==> src/rtl/bus_window_pkg.sv <==
// Shared types, sizing helpers and the default MTL-1 memory map for the
// 6809 bus window controller.
package bus_window_pkg;

    typedef enum logic [1:0] {
        ST_IDLE,
        ST_DECODE,
        ST_WAIT,
        ST_HOLD
    } state_e;

    // Default MTL-1 map: SRAM 0x0000, expansion 0x1000, I/O 0xA000, ROM 0xF000.
    localparam int unsigned MTL1_NUM_WIN  = 4;
    localparam logic [63:0] MTL1_WIN_BASE = {16'hF000, 16'hA000, 16'h1000, 16'h0000};
    localparam logic [63:0] MTL1_WIN_MASK = {16'hF000, 16'hE000, 16'hF000, 16'hF000};
    localparam logic [3:0]  MTL1_WIN_SLOW = 4'b1000;

    function automatic int unsigned cnt_width(input int unsigned limit);
        return (limit == 0) ? 1 : $clog2(limit + 1);
    endfunction

    function automatic int unsigned idx_width(input int unsigned n);
        return (n <= 1) ? 1 : $clog2(n);
    endfunction

endpackage

==> src/rtl/window_match.sv <==
// Combinational address-window compare with lowest-index priority encoding.
module window_match
    import bus_window_pkg::*;
#(
    parameter int unsigned                 NUM_WIN  = 4,
    parameter int unsigned                 ADDR_W   = 16,
    parameter logic [NUM_WIN*ADDR_W-1:0]   WIN_BASE = MTL1_WIN_BASE,
    parameter logic [NUM_WIN*ADDR_W-1:0]   WIN_MASK = MTL1_WIN_MASK,
    localparam int unsigned                IDX_W    = idx_width(NUM_WIN)
) (
    input  logic [ADDR_W-1:0]  addr,
    output logic               hit,
    output logic [IDX_W-1:0]   idx,
    output logic [NUM_WIN-1:0] onehot
);

    logic [NUM_WIN-1:0] raw_hit;

    always_comb begin
        raw_hit = '0;
        for (int unsigned i = 0; i < NUM_WIN; i++) begin
            raw_hit[i] = ((addr & WIN_MASK[i*ADDR_W +: ADDR_W]) == WIN_BASE[i*ADDR_W +: ADDR_W]);
        end
    end

    always_comb begin
        hit    = 1'b0;
        idx    = '0;
        onehot = '0;
        for (int unsigned i = 0; i < NUM_WIN; i++) begin
            if (raw_hit[i] && !hit) begin
                hit       = 1'b1;
                idx       = IDX_W'(i);
                onehot[i] = 1'b1;
            end
        end
    end

endmodule

==> src/rtl/bus_window_controller.sv <==
// 6809 bus-cycle engine: decodes programmable address windows, strobes the
// selected channel and stretches the CPU cycle via MRDY for slow windows.
module bus_window_controller
    import bus_window_pkg::*;
#(
    parameter int unsigned               NUM_WIN  = 4,
    parameter int unsigned               ADDR_W   = 16,
    parameter int unsigned               DATA_W   = 8,
    parameter logic [NUM_WIN*ADDR_W-1:0] WIN_BASE = MTL1_WIN_BASE,
    parameter logic [NUM_WIN*ADDR_W-1:0] WIN_MASK = MTL1_WIN_MASK,
    parameter logic [NUM_WIN-1:0]        WIN_SLOW = MTL1_WIN_SLOW,
    parameter int unsigned               TIMEOUT  = 255
) (
    input  logic                      clk,
    input  logic                      reset,
    input  logic                      i_E,
    input  logic                      i_RW,
    input  logic [ADDR_W-1:0]         i_ADDRESS_BUS,
    input  logic [DATA_W-1:0]         i_DATA_BUS,
    output logic [DATA_W-1:0]         o_DATA_BUS,
    output logic                      o_DATA_OE,
    output logic                      o_MRDY,
    output logic [NUM_WIN-1:0]        o_ce,
    output logic [NUM_WIN-1:0]        o_rd_strobe,
    output logic [NUM_WIN-1:0]        o_wr_strobe,
    output logic [DATA_W-1:0]         o_wdata,
    input  logic [NUM_WIN*DATA_W-1:0] i_rdata,
    input  logic [NUM_WIN-1:0]        i_ready,
    output logic                      o_timeout,
    input  logic                      i_clear_timeout
);

    localparam int unsigned      IDX_W     = idx_width(NUM_WIN);
    localparam int unsigned      CNT_W     = cnt_width(TIMEOUT);
    localparam logic [CNT_W-1:0] CNT_LIMIT = CNT_W'(TIMEOUT);

    // Synchroniser chains: [0] first stage, [1] synced value, e_sh[2] edge delay.
    logic [2:0]        e_sh_q, e_sh_d;
    logic [1:0]        rw_sh_q, rw_sh_d;
    logic [ADDR_W-1:0] addr_s1_q, addr_s1_d, addr_s2_q, addr_s2_d;
    logic [DATA_W-1:0] data_s1_q, data_s1_d, data_s2_q, data_s2_d;

    state_e               state_q, state_d;
    logic [IDX_W-1:0]     ch_q, ch_d;
    logic [NUM_WIN-1:0]   ce_q, ce_d;
    logic                 rw_q, rw_d;
    logic [CNT_W-1:0]     cnt_q, cnt_d;
    logic                 mrdy_q, mrdy_d;
    logic                 oe_q, oe_d;
    logic [DATA_W-1:0]    rdata_q, rdata_d;
    logic                 fast_pend_q, fast_pend_d;
    logic [NUM_WIN-1:0]   rd_strobe_q, rd_strobe_d;
    logic [NUM_WIN-1:0]   wr_strobe_q, wr_strobe_d;
    logic [DATA_W-1:0]    wshadow_q, wshadow_d;
    logic [DATA_W-1:0]    wdata_q, wdata_d;
    logic                 timeout_q, timeout_d;

    logic                 e_rise, e_fall;
    logic                 timeout_set;
    logic                 win_hit;
    logic [IDX_W-1:0]     win_idx;
    logic [NUM_WIN-1:0]   win_onehot;
    logic [DATA_W-1:0]    rdata_slice;

    window_match #(
        .NUM_WIN  (NUM_WIN),
        .ADDR_W   (ADDR_W),
        .WIN_BASE (WIN_BASE),
        .WIN_MASK (WIN_MASK)
    ) u_match (
        .addr   (addr_s2_q),
        .hit    (win_hit),
        .idx    (win_idx),
        .onehot (win_onehot)
    );

    always_comb begin
        e_sh_d    = {e_sh_q[1:0], i_E};
        rw_sh_d   = {rw_sh_q[0], i_RW};
        addr_s1_d = i_ADDRESS_BUS;
        addr_s2_d = addr_s1_q;
        data_s1_d = i_DATA_BUS;
        data_s2_d = data_s1_q;
    end

    assign e_rise      = e_sh_q[1] & ~e_sh_q[2];
    assign e_fall      = ~e_sh_q[1] & e_sh_q[2];
    assign rdata_slice = i_rdata[ch_q*DATA_W +: DATA_W];

    always_comb begin
        state_d     = state_q;
        ch_d        = ch_q;
        ce_d        = ce_q;
        rw_d        = rw_q;
        cnt_d       = cnt_q;
        mrdy_d      = mrdy_q;
        oe_d        = oe_q;
        rdata_d     = rdata_q;
        fast_pend_d = 1'b0;
        rd_strobe_d = '0;
        wr_strobe_d = '0;
        wshadow_d   = wshadow_q;
        wdata_d     = wdata_q;
        timeout_set = 1'b0;

        case (state_q)
            ST_IDLE: begin
                if (e_rise && win_hit) begin
                    state_d = ST_DECODE;
                    ch_d    = win_idx;
                    ce_d    = win_onehot;
                    rw_d    = rw_sh_q[1];
                end
            end

            ST_DECODE: begin
                if (rw_q) begin
                    rd_strobe_d = ce_q;
                    if (WIN_SLOW[ch_q]) begin
                        state_d = ST_WAIT;
                        mrdy_d  = 1'b0;
                        cnt_d   = '0;
                    end else begin
                        state_d     = ST_HOLD;
                        fast_pend_d = 1'b1;
                    end
                end else begin
                    state_d   = ST_HOLD;
                    wshadow_d = data_s2_q;
                end
            end

            ST_WAIT: begin
                // cnt_d counts completed WAIT clocks, so MRDY stays low for at most TIMEOUT clocks.
                cnt_d = (cnt_q == '1) ? cnt_q : cnt_q + 1'b1;
                if (e_fall) begin
                    state_d = ST_IDLE;
                    mrdy_d  = 1'b1;
                    ce_d    = '0;
                end else if (i_ready[ch_q]) begin
                    state_d = ST_HOLD;
                    mrdy_d  = 1'b1;
                    oe_d    = 1'b1;
                    rdata_d = rdata_slice;
                end else if (cnt_d == CNT_LIMIT) begin
                    state_d     = ST_HOLD;
                    mrdy_d      = 1'b1;
                    oe_d        = 1'b1;
                    rdata_d     = '1;
                    timeout_set = 1'b1;
                end
            end

            ST_HOLD: begin
                if (fast_pend_q) begin
                    rdata_d = rdata_slice;
                    oe_d    = 1'b1;
                end
                if (e_fall) begin
                    state_d = ST_IDLE;
                    oe_d    = 1'b0;
                    ce_d    = '0;
                    if (!rw_q) begin
                        wr_strobe_d = ce_q;
                        wdata_d     = wshadow_q;
                    end
                end else if (!rw_q) begin
                    wshadow_d = data_s2_q;
                end
            end

            default: state_d = ST_IDLE;
        endcase

        timeout_d = timeout_set ? 1'b1 : (i_clear_timeout ? 1'b0 : timeout_q);
    end

    always_ff @(posedge clk or negedge reset) begin
        if (!reset) begin
            e_sh_q      <= '0;
            rw_sh_q     <= '0;
            addr_s1_q   <= '0;
            addr_s2_q   <= '0;
            data_s1_q   <= '0;
            data_s2_q   <= '0;
            state_q     <= ST_IDLE;
            ch_q        <= '0;
            ce_q        <= '0;
            rw_q        <= 1'b0;
            cnt_q       <= '0;
            mrdy_q      <= 1'b1;
            oe_q        <= 1'b0;
            rdata_q     <= '0;
            fast_pend_q <= 1'b0;
            rd_strobe_q <= '0;
            wr_strobe_q <= '0;
            wshadow_q   <= '0;
            wdata_q     <= '0;
            timeout_q   <= 1'b0;
        end else begin
            e_sh_q      <= e_sh_d;
            rw_sh_q     <= rw_sh_d;
            addr_s1_q   <= addr_s1_d;
            addr_s2_q   <= addr_s2_d;
            data_s1_q   <= data_s1_d;
            data_s2_q   <= data_s2_d;
            state_q     <= state_d;
            ch_q        <= ch_d;
            ce_q        <= ce_d;
            rw_q        <= rw_d;
            cnt_q       <= cnt_d;
            mrdy_q      <= mrdy_d;
            oe_q        <= oe_d;
            rdata_q     <= rdata_d;
            fast_pend_q <= fast_pend_d;
            rd_strobe_q <= rd_strobe_d;
            wr_strobe_q <= wr_strobe_d;
            wshadow_q   <= wshadow_d;
            wdata_q     <= wdata_d;
            timeout_q   <= timeout_d;
        end
    end

    assign o_DATA_BUS  = rdata_q;
    assign o_DATA_OE   = oe_q;
    assign o_MRDY      = mrdy_q;
    assign o_ce        = ce_q;
    assign o_rd_strobe = rd_strobe_q;
    assign o_wr_strobe = wr_strobe_q;
    assign o_wdata     = wdata_q;
    assign o_timeout   = timeout_q;

endmodule
==> config.mk <==
export PLATFORM = sky130hd
export DESIGN_NAME = bus_window_controller
export DESIGN_NICKNAME = d
export VERILOG_FILES = /design/src/rtl/bus_window_pkg.sv /design/src/rtl/window_match.sv /design/src/rtl/bus_window_controller.sv
export SDC_FILE = /design/constraint.sdc
export NUM_CORES = 1
export LEC_CHECK = 0
export CORE_MARGIN = 4
export CORE_UTILIZATION = 48
export CTS_CLUSTER_SIZE = 14
export DETAILED_ROUTE_END_ITERATION = 8
export PLACE_DENSITY = 0.83
export SKIP_CTS_REPAIR_TIMING = 1
export SLEW_MARGIN = 10
export SYNTH_ARGS = -nofsm -noshare
export SYNTH_HDL_FRONTEND = slang
export SYNTH_SLANG_ARGS = --single-unit
==> constraint.sdc <==
create_clock -name clk -period 2.7 [get_ports clk]
set_clock_uncertainty 0.05 [all_clocks]
set_input_delay 0.54 -clock clk [delete_from_list [all_inputs] [get_ports clk]]
set_output_delay 0.54 -clock clk [all_outputs]
set_load 0.01 [all_outputs]
==> flow_summary_export.csv <==
group,metric,value,unit
power,power_density,852,nW/um^2
clocking,clk_pin_slew,0.09,ns
sta,hold_viol,0,
yosys,yosysSeqAreaShare,59.8,%
critical_path,r2r-end,"o_DATA_BUS[6]",
routing,vias,2356,
critical_path,startpoint,"cnt_q[0]",
sta,min_period,2.27,ns
final_layout,fin_nets,416,
global_route,grt_pass1_vias,2349,
yosys,yosysUniqueCellTypes,43,
routing,met2_length,3.65,mm
sta,tns,0,ns
final_layout,seq_area,2050,um^2
global_route,grt_overflow,0,
yosys,synth_nets,330,
floorplan,die-area,8570,um^2
final_layout,areaGrowthSynthToFinish,32.6,%
floorplan,rows,30,
yosys,yosys_warnings,0,
routing,ant_nets,0,
critical_path,cp-endpoint,"o_DATA_BUS[6]",
place,gpl.final_weighted_congestion,0.880,
yosys,syn_inst,264,
final_layout,drive_above_1_share,18.6,%
global_route,antenna_found_initial,0,
yosys,synth.most_common_cell,"dfrtp_1",
sta,max_slew.worst_pin.slew,0.800,ns
floorplan,initial_utilization,50.0,%
routing,wl_per_cell,15.9,um
status,status,"completed",
run,max_cap_violations,0,
routing,m1WireLength,3.04,mm
clocking,root_buffer,"clkbuf_8",
critical_path,cp-end-kind,"flop",
routing,met3_length,334,um
floorplan,ios,96,
routing,top_layer,"met4",
clocking,cts-buffers-inserted,9,
yosys,syn-cell-area,3430,um^2
routing,drt_pre_antenna_iters,4,
min_path,hold_path.class,"input pin to async pin",
clocking,insertion_delay,0.35,ns
sta,maxSlewHeadroom,46.5,%
clocking,cts_num_sinks,82,
final_layout,multi_input_area,1290,um^2
critical_path,slowest_delay,0.45,ns
power,p_leak,1.88,nW
critical_path,cp_cell_sequence,"ha_1, and4_4, a31oi_1, nor4_4, a21oi_4, a221oi_2",
clocking,ctsHtreeMaxLevel,3,
global_route,grtUsageTotal,17.8,%
sta,fmax,441,MHz
sta,timing.final.max_slew_violations,0,
sta,post-route-period-util,83.9,%
yosys,synth_area_leader_cell,"dfrtp_1",
critical_path,reg2reg_setup_slack,0.43,ns
routing,viasPerCell,5.22,
sta,rsz0062_at_grt,"false",
critical_path,cp.arrival,2.47,ns
yosys,ys_top_cells_by_area,"dfrtp_1, mux4_2, mux2_2, a221oi_2, nand2_1",
final_layout,fillers,528,
clocking,clock_path_buffers,2,
clocking,cts_tree,"built",
power,vdd_ir_drop_max,0.000534,V
place,hpwl,5.16,mm
yosys,async_reset_ff_share,100,%
yosys,syn_area_per_cell,13.0,um^2
critical_path,worstSetupPathType,"flop to flop",
floorplan,coreArea,6870,um^2
critical_path,cp_max_fo,9,
critical_path,start_kind,"flop",
place,dp_cells,435,
yosys,synth_ff_type,"dfrtp_1",
global_route,grt_max_degree,44,
routing,drtIter0Drc,110,
critical_path,rr_worst_depth,6,
floorplan,die_h,92.6,um
floorplan,chipWidth,92.6,um
critical_path,cp.required,2.90,ns
final_layout,diodes,0,
sta,setup_viol,0,
yosys,synth_edf_count,0,
global_route,grt_pass1_wl,11.8,mm
yosys,ys_ff_latch,82,
final_layout,fin_cells,451,
place,port_buffers,83,
yosys,ys_top_cells_by_count,"dfrtp_1, nand2_1, mux2_2, nor2_1",
yosys,synth_top_area_share,59.0,%
critical_path,crit_slowest_cell,"dfrtp_1",
routing,drt_wl_total,7.15,mm
critical_path,r2r_start,"cnt_q[0]",
routing,drc_errors,0,
-- sequential cells by signal, summed over array words and instances, names as in the netlist --
register / flops
o_wdata: 8
o_DATA_BUS: 8
rw_sh_q: 2
o_rd_strobe: 4
o_timeout: 1
addr_s2_q: 4
rw_q: 1
ch_q: 2
o_MRDY: 1
fast_pend_q: 1
addr_s1_q: 4
o_wr_strobe: 4
e_sh_q: 3
o_DATA_OE: 1
cnt_q: 8
data_s2_q: 8
data_s1_q: 8
wshadow_q: 8
o_ce: 4
state_q: 2
-- report_power, final --
part / switching, mW / internal (mW)
Clock: 0.490 / 0.359
Combinational: 0.597 / 0.712
Sequential: 0.229 / 1.49
-- cell usage in the layout, fill, tap and decap left out, types with 3 or more instances in the layout --
| master | count |
|---|---|
| nor3_1 | 12 |
| and2_1 | 9 |
| nand3_1 | 4 |
| o21ai_0 | 11 |
| buf_4 | 4 |
| a221oi_2 | 9 |
| a31oi_1 | 4 |
| nand2b_1 | 4 |
| inv_8 | 3 |
| mux2_2 | 16 |
| inv_1 | 9 |
| clkbuf_8 | 9 |
| and3_1 | 3 |
| clkdlybuf4s50_1 | 82 |
| a21oi_1 | 12 |
| a41oi_1 | 3 |
| dfrtp_1 | 81 |
| a31o_2 | 4 |
| mux4_2 | 9 |
| nor2_1 | 13 |
| nand2_1 | 19 |
-- kinds of logic after synthesis --
logic type               Yosys count  share of synthesized area [%]
flip-flops                        82                           59.8
AND/OR/NAND/NOR                   79                           12.8
AO/OA/AOI/OAI                     55                           12.7
multiplexers                      26                           11.5
buffers and inverters             21                           2.88
adder cells (fa/ha/maj)            1                          0.364
-- layer usage --
metal / GRT usage (%) / vias up
li1: - / 1134
met5: 0 / -
met1: 23.1 / 1151
met2: 28.5 / 61
met4: 7.30 / 0
met3: 4.71 / 10
-- per-stage QoR --
step | power [mW] | area (um^2) | worst slack, ns | hold slack [ns] | util, %
floorplan | 2.53 | 3430 | 0.733 | 0.194 | -
global placement | 3.01 | 4370 | 0.525 | 0.282 | 63.6
detailed placement | 3.06 | 4370 | 0.489 | 0.285 | 63.6
CTS | 3.92 | 4560 | 0.465 | 0.115 | 66.3
global route | 4.14 | 4560 | 0.261 | 0.135 | 66.3
finish | 3.88 | 4560 | 0.434 | 0.112 | 66.3
-- worst max-delay path: cells and delay by family (launching register included) --
kind	cells	cell delay [ns]
AO/OA/AOI/OAI	3	0.64
adder cells (fa/ha/maj)	1	0.31
flip-flops	1	0.45
AND/OR/NAND/NOR	2	0.71
-- worst min path at each step --
| stage | slack [ns] | start | to | cells after the start |
|---|---|---|---|---|
| 2_1_floorplan | 0.19 | reset | addr_s1_q[12] | 0 |
| 3_3_place_gp | 0.28 | data_s1_q[3] | data_s2_q[3] | 0 |
| 3_5_place_dp | 0.28 | addr_s1_q[14] | addr_s2_q[14] | 0 |
| 4_1_cts | 0.12 | reset | data_s1_q[1] | 1 |
| 5_1_grt | 0.14 | reset | o_wdata[3] | 1 |
| 6_report | 0.11 | reset | rw_sh_q[0] | 1 |
-- layout make-up --
type	instances	share of cell area (%)
clock buffers	9	2.72
clock inverters	7	1.46
inverters	9	0.742
multi-input cells	161	28.3
flip-flops and latches	82	45.1
well taps	96	2.64
repair buffers	87	19.1
Note: power is estimated with default switching activity, not from simulation.
